[config.mk]
export PLATFORM = sky130hd
export DESIGN_NAME = data_sync_capture_flat
export DESIGN_NICKNAME = d
export VERILOG_FILES = /design/src/rtl/data_sync_capture_if.sv /design/src/rtl/data_sync_capture.sv /design/src/flat_wrapper.sv
export SDC_FILE = /design/constraint.sdc
export NUM_CORES = 1
export LEC_CHECK = 0
export BUFFER_PORTS_ARGS = -buffer_cell sky130_fd_sc_hd__buf_4
export CAP_MARGIN = 20
export CORE_AREA = 2 2 39 41
export CTS_BUF_LIST = sky130_fd_sc_hd__clkbuf_8 sky130_fd_sc_hd__clkbuf_16
export CTS_CLUSTER_SIZE = 14
export DETAILED_ROUTE_END_ITERATION = 12
export DIE_AREA = 0 0 41 43
export PLACE_DENSITY = 0.7
export SLEW_MARGIN = 20
export SYNTH_ARGS = -nofsm -noshare
export SYNTH_HDL_FRONTEND = slang
export SYNTH_SLANG_ARGS = --single-unit
[constraint.sdc]
create_clock -name Sync_clk -period 1.7 [get_ports Sync_clk]
set_input_delay 0.085 -clock Sync_clk [delete_from_list [all_inputs] [get_ports Sync_clk]]
set_output_delay 0.085 -clock Sync_clk [all_outputs]
set_load 0.02 [all_outputs]
[src/rtl/data_sync_capture_if.sv]
// Handshake and data bundle between the enable/bus source, the capture stage and its consumer.
// The slave modport is the capture stage; master is the upstream/consumer side driving it.
interface data_sync_capture_if #(
   parameter int BUS_WIDTH = 8
);
   logic                 Enable_sync;
   logic [BUS_WIDTH-1:0] Unsync_bus;
   logic                 Sync_ready;
   logic                 Overrun_clr;
   logic [BUS_WIDTH-1:0] Sync_bus;
   logic                 Sync_valid;
   logic                 Enable_pulse;
   logic                 Overrun;

   modport slave (
      input  Enable_sync,
      input  Unsync_bus,
      input  Sync_ready,
      input  Overrun_clr,
      output Sync_bus,
      output Sync_valid,
      output Enable_pulse,
      output Overrun
   );

   modport master (
      output Enable_sync,
      output Unsync_bus,
      output Sync_ready,
      output Overrun_clr,
      input  Sync_bus,
      input  Sync_valid,
      input  Enable_pulse,
      input  Overrun
   );
endinterface

[src/rtl/data_sync_capture.sv]
// Captures a quasi-static bus on the active edge of a pre-synchronized enable; outputs visible one cycle after the edge.
// Holds one word until Sync_ready; an edge arriving while full and not consumed is dropped and flags Overrun.
module data_sync_capture #(
   parameter int BUS_WIDTH   = 8,
   parameter int TOGGLE_MODE = 0
) (
   input  logic                 Sync_clk,
   input  logic                 Reg_reset,
   data_sync_capture_if.slave   bus
);

   typedef enum logic {EMPTY, FULL} state_e;

   state_e               state_q, state_d;
   logic                 en_prev_q;
   logic [BUS_WIDTH-1:0] sync_bus_q, sync_bus_d;
   logic                 pulse_q, pulse_d;
   logic                 overrun_q, overrun_d;
   logic                 edge_det;

   assign edge_det = (TOGGLE_MODE != 0) ? (bus.Enable_sync ^ en_prev_q)
                                        : (bus.Enable_sync & ~en_prev_q);

   always_ff @(posedge Sync_clk or negedge Reg_reset) begin
      if (!Reg_reset) begin
         state_q    <= EMPTY;
         en_prev_q  <= 1'b0;
         sync_bus_q <= '0;
         pulse_q    <= 1'b0;
         overrun_q  <= 1'b0;
      end else begin
         state_q    <= state_d;
         en_prev_q  <= bus.Enable_sync;
         sync_bus_q <= sync_bus_d;
         pulse_q    <= pulse_d;
         overrun_q  <= overrun_d;
      end
   end

   always_comb begin
      state_d    = state_q;
      sync_bus_d = sync_bus_q;
      pulse_d    = 1'b0;
      // A drop in the same cycle as a clear must leave the flag set, so the set is applied last.
      overrun_d  = overrun_q & ~bus.Overrun_clr;
      case (state_q)
         EMPTY: begin
            if (edge_det) begin
               sync_bus_d = bus.Unsync_bus;
               pulse_d    = 1'b1;
               state_d    = FULL;
            end
         end
         FULL: begin
            if (bus.Sync_ready) begin
               if (edge_det) begin
                  sync_bus_d = bus.Unsync_bus;
                  pulse_d    = 1'b1;
               end else begin
                  state_d    = EMPTY;
               end
            end else if (edge_det) begin
               overrun_d  = 1'b1;
            end
         end
         default: state_d = EMPTY;
      endcase
   end

   assign bus.Sync_bus     = sync_bus_q;
   assign bus.Sync_valid   = (state_q == FULL);
   assign bus.Enable_pulse = pulse_q;
   assign bus.Overrun      = overrun_q;

endmodule

[src/flat_wrapper.sv]
// flat-port wrapper written by rule: the top's interface ports become plain ports
module data_sync_capture_flat 
#(
   parameter int BUS_WIDTH   = 8,
   parameter int TOGGLE_MODE = 0
)
  (Sync_clk, Reg_reset, bus_Enable_sync, bus_Unsync_bus, bus_Sync_ready, bus_Overrun_clr, bus_Sync_bus, bus_Sync_valid, bus_Enable_pulse, bus_Overrun);
  data_sync_capture_if #(.BUS_WIDTH(BUS_WIDTH)) bus_i ();
  input  logic Sync_clk;
  input  logic Reg_reset;
  input wire logic [$bits(bus_i.Enable_sync)-1:0] bus_Enable_sync;
  input wire logic [$bits(bus_i.Unsync_bus)-1:0] bus_Unsync_bus;
  input wire logic [$bits(bus_i.Sync_ready)-1:0] bus_Sync_ready;
  input wire logic [$bits(bus_i.Overrun_clr)-1:0] bus_Overrun_clr;
  output wire logic [$bits(bus_i.Sync_bus)-1:0] bus_Sync_bus;
  output wire logic [$bits(bus_i.Sync_valid)-1:0] bus_Sync_valid;
  output wire logic [$bits(bus_i.Enable_pulse)-1:0] bus_Enable_pulse;
  output wire logic [$bits(bus_i.Overrun)-1:0] bus_Overrun;
  assign bus_i.Enable_sync = bus_Enable_sync;
  assign bus_i.Unsync_bus = bus_Unsync_bus;
  assign bus_i.Sync_ready = bus_Sync_ready;
  assign bus_i.Overrun_clr = bus_Overrun_clr;
  assign bus_Sync_bus = bus_i.Sync_bus;
  assign bus_Sync_valid = bus_i.Sync_valid;
  assign bus_Enable_pulse = bus_i.Enable_pulse;
  assign bus_Overrun = bus_i.Overrun;
  data_sync_capture #(.BUS_WIDTH(BUS_WIDTH), .TOGGLE_MODE(TOGGLE_MODE)) u_core (.Sync_clk(Sync_clk), .Reg_reset(Reg_reset), .bus(bus_i));
endmodule
# Word level (Yosys, flattened, before mapping)

Cells that the tools add are included.

Register bits: 12
Input port bits: 13
Word-level logic and storage cells: 22
Output and inout port bits: 11

Bitwise logic cells: 5
Equal/unequal tests: 1
Mux-type cells: 11

Operators with widths:

| kind                                          | number |
|---|---|
| 8-bit 2-to-1 mux                              | 2 |
| 8-bit case mux with 2 select lines            | 1 |
| 1-bit 2-to-1 mux                              | 6 |
| 1-bit case mux with 2 select lines            | 2 |
| 1-bit inverter                                | 3 |
| 1-bit bitwise AND                             | 2 |
| 2-bit inequality test (second input constant) | 1 |

# Longest topological paths before layout

Depth in word-level cells: 5
Mapped depth: 4
Mapped depth without buffers: 3

# Worst setup path after synthesis

Ideal clock, no wire load.

Path kind: register to register
Start: register u_core.state_q, in the netlist u_core.bus.Sync_valid
End: register u_core.sync_bus_q[0], in the netlist u_core.bus.Sync_bus[0]
Slack: 0.440 ns
Clock period less this slack: 1.260 ns
Setup time: 0.125 ns
Arrival time: 1.135 ns
Buffers on the path: 1
Data required time: 1.575 ns
Stages on the path, launching flop included: 5
Cell sequence: dfrtp_1 nand2b_4 nor2b_4 buf_12 mux2_4

Longest elaborated chain between the ends: 2
Elaborated cells on any way between the ends: 3
Classes of those cells: 1 x eq/ne; 1 x mux; 1 x bitwise

Ends and longest elaborated chain:

| item                               | line                    | RTL |
|---|---|---|
| start: declaration                 | data_sync_capture.sv:14 | `state_e state_q, state_d;` |
| start signal: assignment           | data_sync_capture.sv:32 | `state_q <= state_d;` |
| 1-bit inverter                     | data_sync_capture.sv:46 | `case (state_q)` |
| 8-bit case mux with 2 select lines | data_sync_capture.sv:46 |  |
| end signal: assignment             | data_sync_capture.sv:34 | `sync_bus_q <= sync_bus_d;` |
| end: declaration                   | data_sync_capture.sv:16 | `logic [BUS_WIDTH-1:0] sync_bus_q, sync_bus_d;` |

Several ways; a longest one is shown, not always the timed one.
A chain may end at the register's enable or synchronous reset.

# Worst setup path in the final report

Start: input bus_Enable_sync
End: register u_core.sync_bus_q[0], in the netlist u_core.bus.Sync_bus[0]

Longest elaborated chain between the ends: 4

Ends and longest elaborated chain:

| item                                   | line                    | RTL |
|---|---|---|
| start: declaration                     | flat_wrapper.sv:11      | `input wire logic [$bits(bus_i.Enable_sync)-1:0] bus_Enable_sync;` |
| 1-bit bitwise AND (*)                  | data_sync_capture.sv:22 | `: (bus.Enable_sync & ~en_prev_q);` |
| 8-bit 2-to-1 mux (*)                   | n/a                     |  |
| 8-bit 2-to-1 mux                       | n/a                     |  |
| 8-bit case mux with 2 select lines (*) | n/a                     |  |

Every way passes the cells marked *; elsewhere a longest branch is shown, timed or not. The select of a mux whose other input is x is not followed.

==> summary.log <==
qor: run.timing.max_cap.violations 0
qor: sta.rsz0062_at_grt false
qor: sta.final.setup.tns 0 ps
qor: worst_setup_path.setup_crit_path_kind input pin to flop
qor: clock_tree.cts.repair.resized 0
qor: detailed_routing.drcViolationCount 0
qor: synth.synth_compound_gate_area_share 1.26%
qor: worst_setup_path.sequence_of_cells_on_the_critical_path dlygate4sd3_1 -> buf_4 -> nand2b_4 -> nor2b_4 -> mux2_4
qor: clock_tree.cts-htree-levels 1
qor: sta.setup_viol_count_final 0
qor: detailed_routing.residual_antenna_violating_net_count_after_detailed_routing 0
qor: synth.synthesis.yosys.warnings 0
qor: synth.yosys.area_share.xor_xnor 0%
qor: die.die_height 43 µm
qor: worst_setup_path.worstSetupStartpoint bus_Enable_sync
qor: power.p_sw_share 24.4%
qor: synth.synth_seq_cells 12
qor: placed_design.port-buffer-count 23
qor: detailed_routing.detailedRoute.firstPassIterationCount 2
qor: worst_setup_path.cp_slowest_stage_delay 530 ps
qor: min_path.hold_class input pin to flop
qor: power.internal_pwr_total 657 µW
qor: sta.timing.final.hold_violations 0
qor: sta.fin_crit 1310 ps
qor: detailed_routing.maxUsedRoutingLayer met4
qor: synth.arithmetic_cell_share_of_the_synthesized_area_counting_full_adders_half_adders_and_majority_gates 0%
qor: power.share_clk_of_total_power 34.3%
qor: die.design.die.area 1760 µm²
qor: sta.slew_violations 0
qor: synth.synth_top_area_share 60.6%
qor: synth.yosys.area_share.simple 9.09%
qor: layout.antenna-diode-count 0
qor: sta.worstMarginPinSlew 334 ps
qor: clock_tree.cts.root.buffer_cell sky130_fd_sc_hd__clkbuf_8
qor: detailed_routing.drt-met1-wl 364 µm
qor: power.netSwitchingPower 212 µW
qor: detailed_routing.met2_wirelength 394 µm
qor: synth.syn_avg_cell_area 18.4 µm²
qor: layout.layout-drive-gt1-share 69.1%
qor: detailed_routing.post_drt_via_cell_ratio 4.31
qor: detailed_routing.met3RoutedLength 68 µm
qor: global_route.grt_max_degree 13
qor: sta.fmax 761 MHz
qor: detailed_routing.vias 306
qor: worst_setup_path.worst-r2r-setup-slack 410 ps
qor: layout.fin_nets 69
qor: worst_setup_path.critical_path.endpoint_type flop
qor: detailed_routing.route.detailed.wl_per_inst 11.8 µm
qor: sta.timing.clock.skew 1.77 ps
qor: worst_setup_path.critPathRequiredTime 1820 ps
qor: global_route.grt_first_pass_wirelength 1300 µm
qor: synth.synthDistinctLibCells 8
qor: power.p_comb_share 25.2%
qor: global_route.grt_overflow_total 0
qor: min_path.hold_path_startpoint bus_Overrun_clr
qor: worst_setup_path.worst_setup_start_kind input pin
qor: worst_setup_path.critical_path.slowest_cell sky130_fd_sc_hd__dlygate4sd3_1
qor: power.sequentialPowerShare 40.4%
qor: synth.synth.net_count 40
qor: die.chipWidth 41 µm
qor: die.initial_core_util 35.8%
qor: clock_tree.hold_buffers 2
qor: placed_design.place.detailed.hpwl 636 µm
qor: worst_setup_path.crit_fanout 9
qor: sta.post-route-period-util 77.3%
qor: synth.post_synth_main_area_contributors sky130_fd_sc_hd__dfrtp_1, sky130_fd_sc_hd__mux2_4, sky130_fd_sc_hd__nand2b_4
qor: clock_tree.clk_latency 230 ps
qor: layout.areaGrowthSynthToFinish 50.0%
qor: clock_tree.clock_sinks 12
qor: clock_tree.tritoncts.num_buffers 3
qor: global_route.antenna_violations_before_repair 0
qor: global_route.grt.total_usage 11.8%
qor: detailed_routing.routed_wirelength 841 µm
qor: clock_tree.cts.repair_timing.setup_buffer_count 0
qor: layout.filler_cell_count 123
qor: worst_setup_path.worstReg2RegStart u_core.bus.Sync_valid
qor: die.placeableCoreArea 1380 µm²
qor: sta.worst_slew_margin_rel 77.7%
qor: placed_design.routability_congestion 0.616
qor: clock_tree.cts_tree built
qor: synth.synthesis.area 495 µm²
qor: status.outcome complete, no violations
qor: power.p_leak 0.000385 µW
qor: clock_tree.clk_transition_reported_paths 50 ps
qor: synth.synth.mux.area_fraction 24.2%
qor: clock_tree.cts.path.max_buffers 2
qor: synth.syn_inst 27
qor: worst_setup_path.arrival 1430 ps
qor: die.rows 14
qor: power.cellPowerDensity 1170 nW/µm²
qor: power.vdd_drop_max 0.549 mV
qor: detailed_routing.drt_iter0_drc 1
qor: synth.dominant_combinational_cell_family_by_area_after_synthesis multiplexers
qor: global_route.first_global_vias 312
qor: die.floorplan.io_pins 24
qor: power.total_power_consumption_of_the_routed_design 870 µW
qor: synth.share_of_the_yosys_chip_area_belonging_to_registers 60.6%
qor: synth.post-synth-top-area-cell sky130_fd_sc_hd__dfrtp_1
power groups by stage:
stage / clock, µW / combinational, µW / sequential (µW)
global placement: 0 / 216 / 356
detailed placement: 0 / 218 / 356
CTS: 309 / 222 / 352
global route: 321 / 234 / 357
finish: 299 / 219 / 352
floorplan: 0 / 75.3 / 404
placed cells by master (no fill, tap or decap):
master and instances:
sky130_fd_sc_hd__buf_4 23, sky130_fd_sc_hd__clkbuf_8 4, sky130_fd_sc_hd__dfrtp_1 12, sky130_fd_sc_hd__dlygate4sd3_1 2
sky130_fd_sc_hd__inv_1 1, sky130_fd_sc_hd__mux2_4 8, sky130_fd_sc_hd__nand2_1 1, sky130_fd_sc_hd__nand2b_4 2
sky130_fd_sc_hd__nor2b_4 1, sky130_fd_sc_hd__o22ai_1 1
sequential cells by signal, summed over array words and instances, names as in the netlist:
signal	count
u_core.bus.Sync_bus	8
u_core.bus.Enable_pulse	1
u_core.bus.Overrun	1
u_core.bus.Sync_valid	1
u_core.en_prev_q	1
kinds of logic after synthesis:
| kind of cell | Yosys count |
|---|---|
| compound gates | 1 |
| buf+inv | 2 |
| flops | 12 |
| mux | 8 |
| simple gates | 4 |
per-layer routing:
metal,up-vias,global-route usage (%)
li1,150,-
met1,142,14.1
met2,12,15.3
met3,2,5.24
met4,0,10.0
met5,-,0
cell type report:
cell class	instances	area (µm²)	area share, %
flip-flops and latches	12	300	40.4
repair buffers	25	193	25.9
multi-input cells	13	171	23.1
clock buffers	4	55.1	7.41
well taps	16	20.0	2.69
inverters	1	3.75	0.505
metrics by stage:
step	hold WS (ps)	setup slack [ps]	area, µm²	instances	utilization, %
2_1_floorplan	-211	440	495	27	-
3_3_place_gp	-70.7	421	668	65	48.3
3_5_place_dp	-71.3	429	668	65	48.3
4_1_cts	42.7	391	743	71	53.7
5_1_grt	39.0	321	743	71	53.7
6_report	48.2	386	743	71	53.7
cell usage after synthesis (all sizes together):
| library cell | number |
|---|---|
| inv | 1 |
| dfrtp | 12 |
| buf | 1 |
| o22ai | 1 |
| nand2 | 1 |
| mux2 | 8 |
| nor2b | 1 |
| nand2b | 2 |
critical path, delay by kind of cell:
family / cells / cell delay (ps)
multiplexers: 1 / 330
buffers and inverters: 2 / 650
AND/OR/NAND/NOR: 2 / 360
worst paths after layout:
path | to | depth (start not counted)
max | u_core.bus.Sync_bus[0] | 5
min | u_core.bus.Overrun | 2
max reg2reg | u_core.bus.Sync_bus[0] | 3
min reg2reg | u_core.bus.Sync_bus[6] | 1
max in group asynchronous | u_core.bus.Sync_valid | 2
min in group asynchronous | u_core.bus.Sync_bus[5] | 2
No activity file was read; power rests on OpenSTA's default activity.
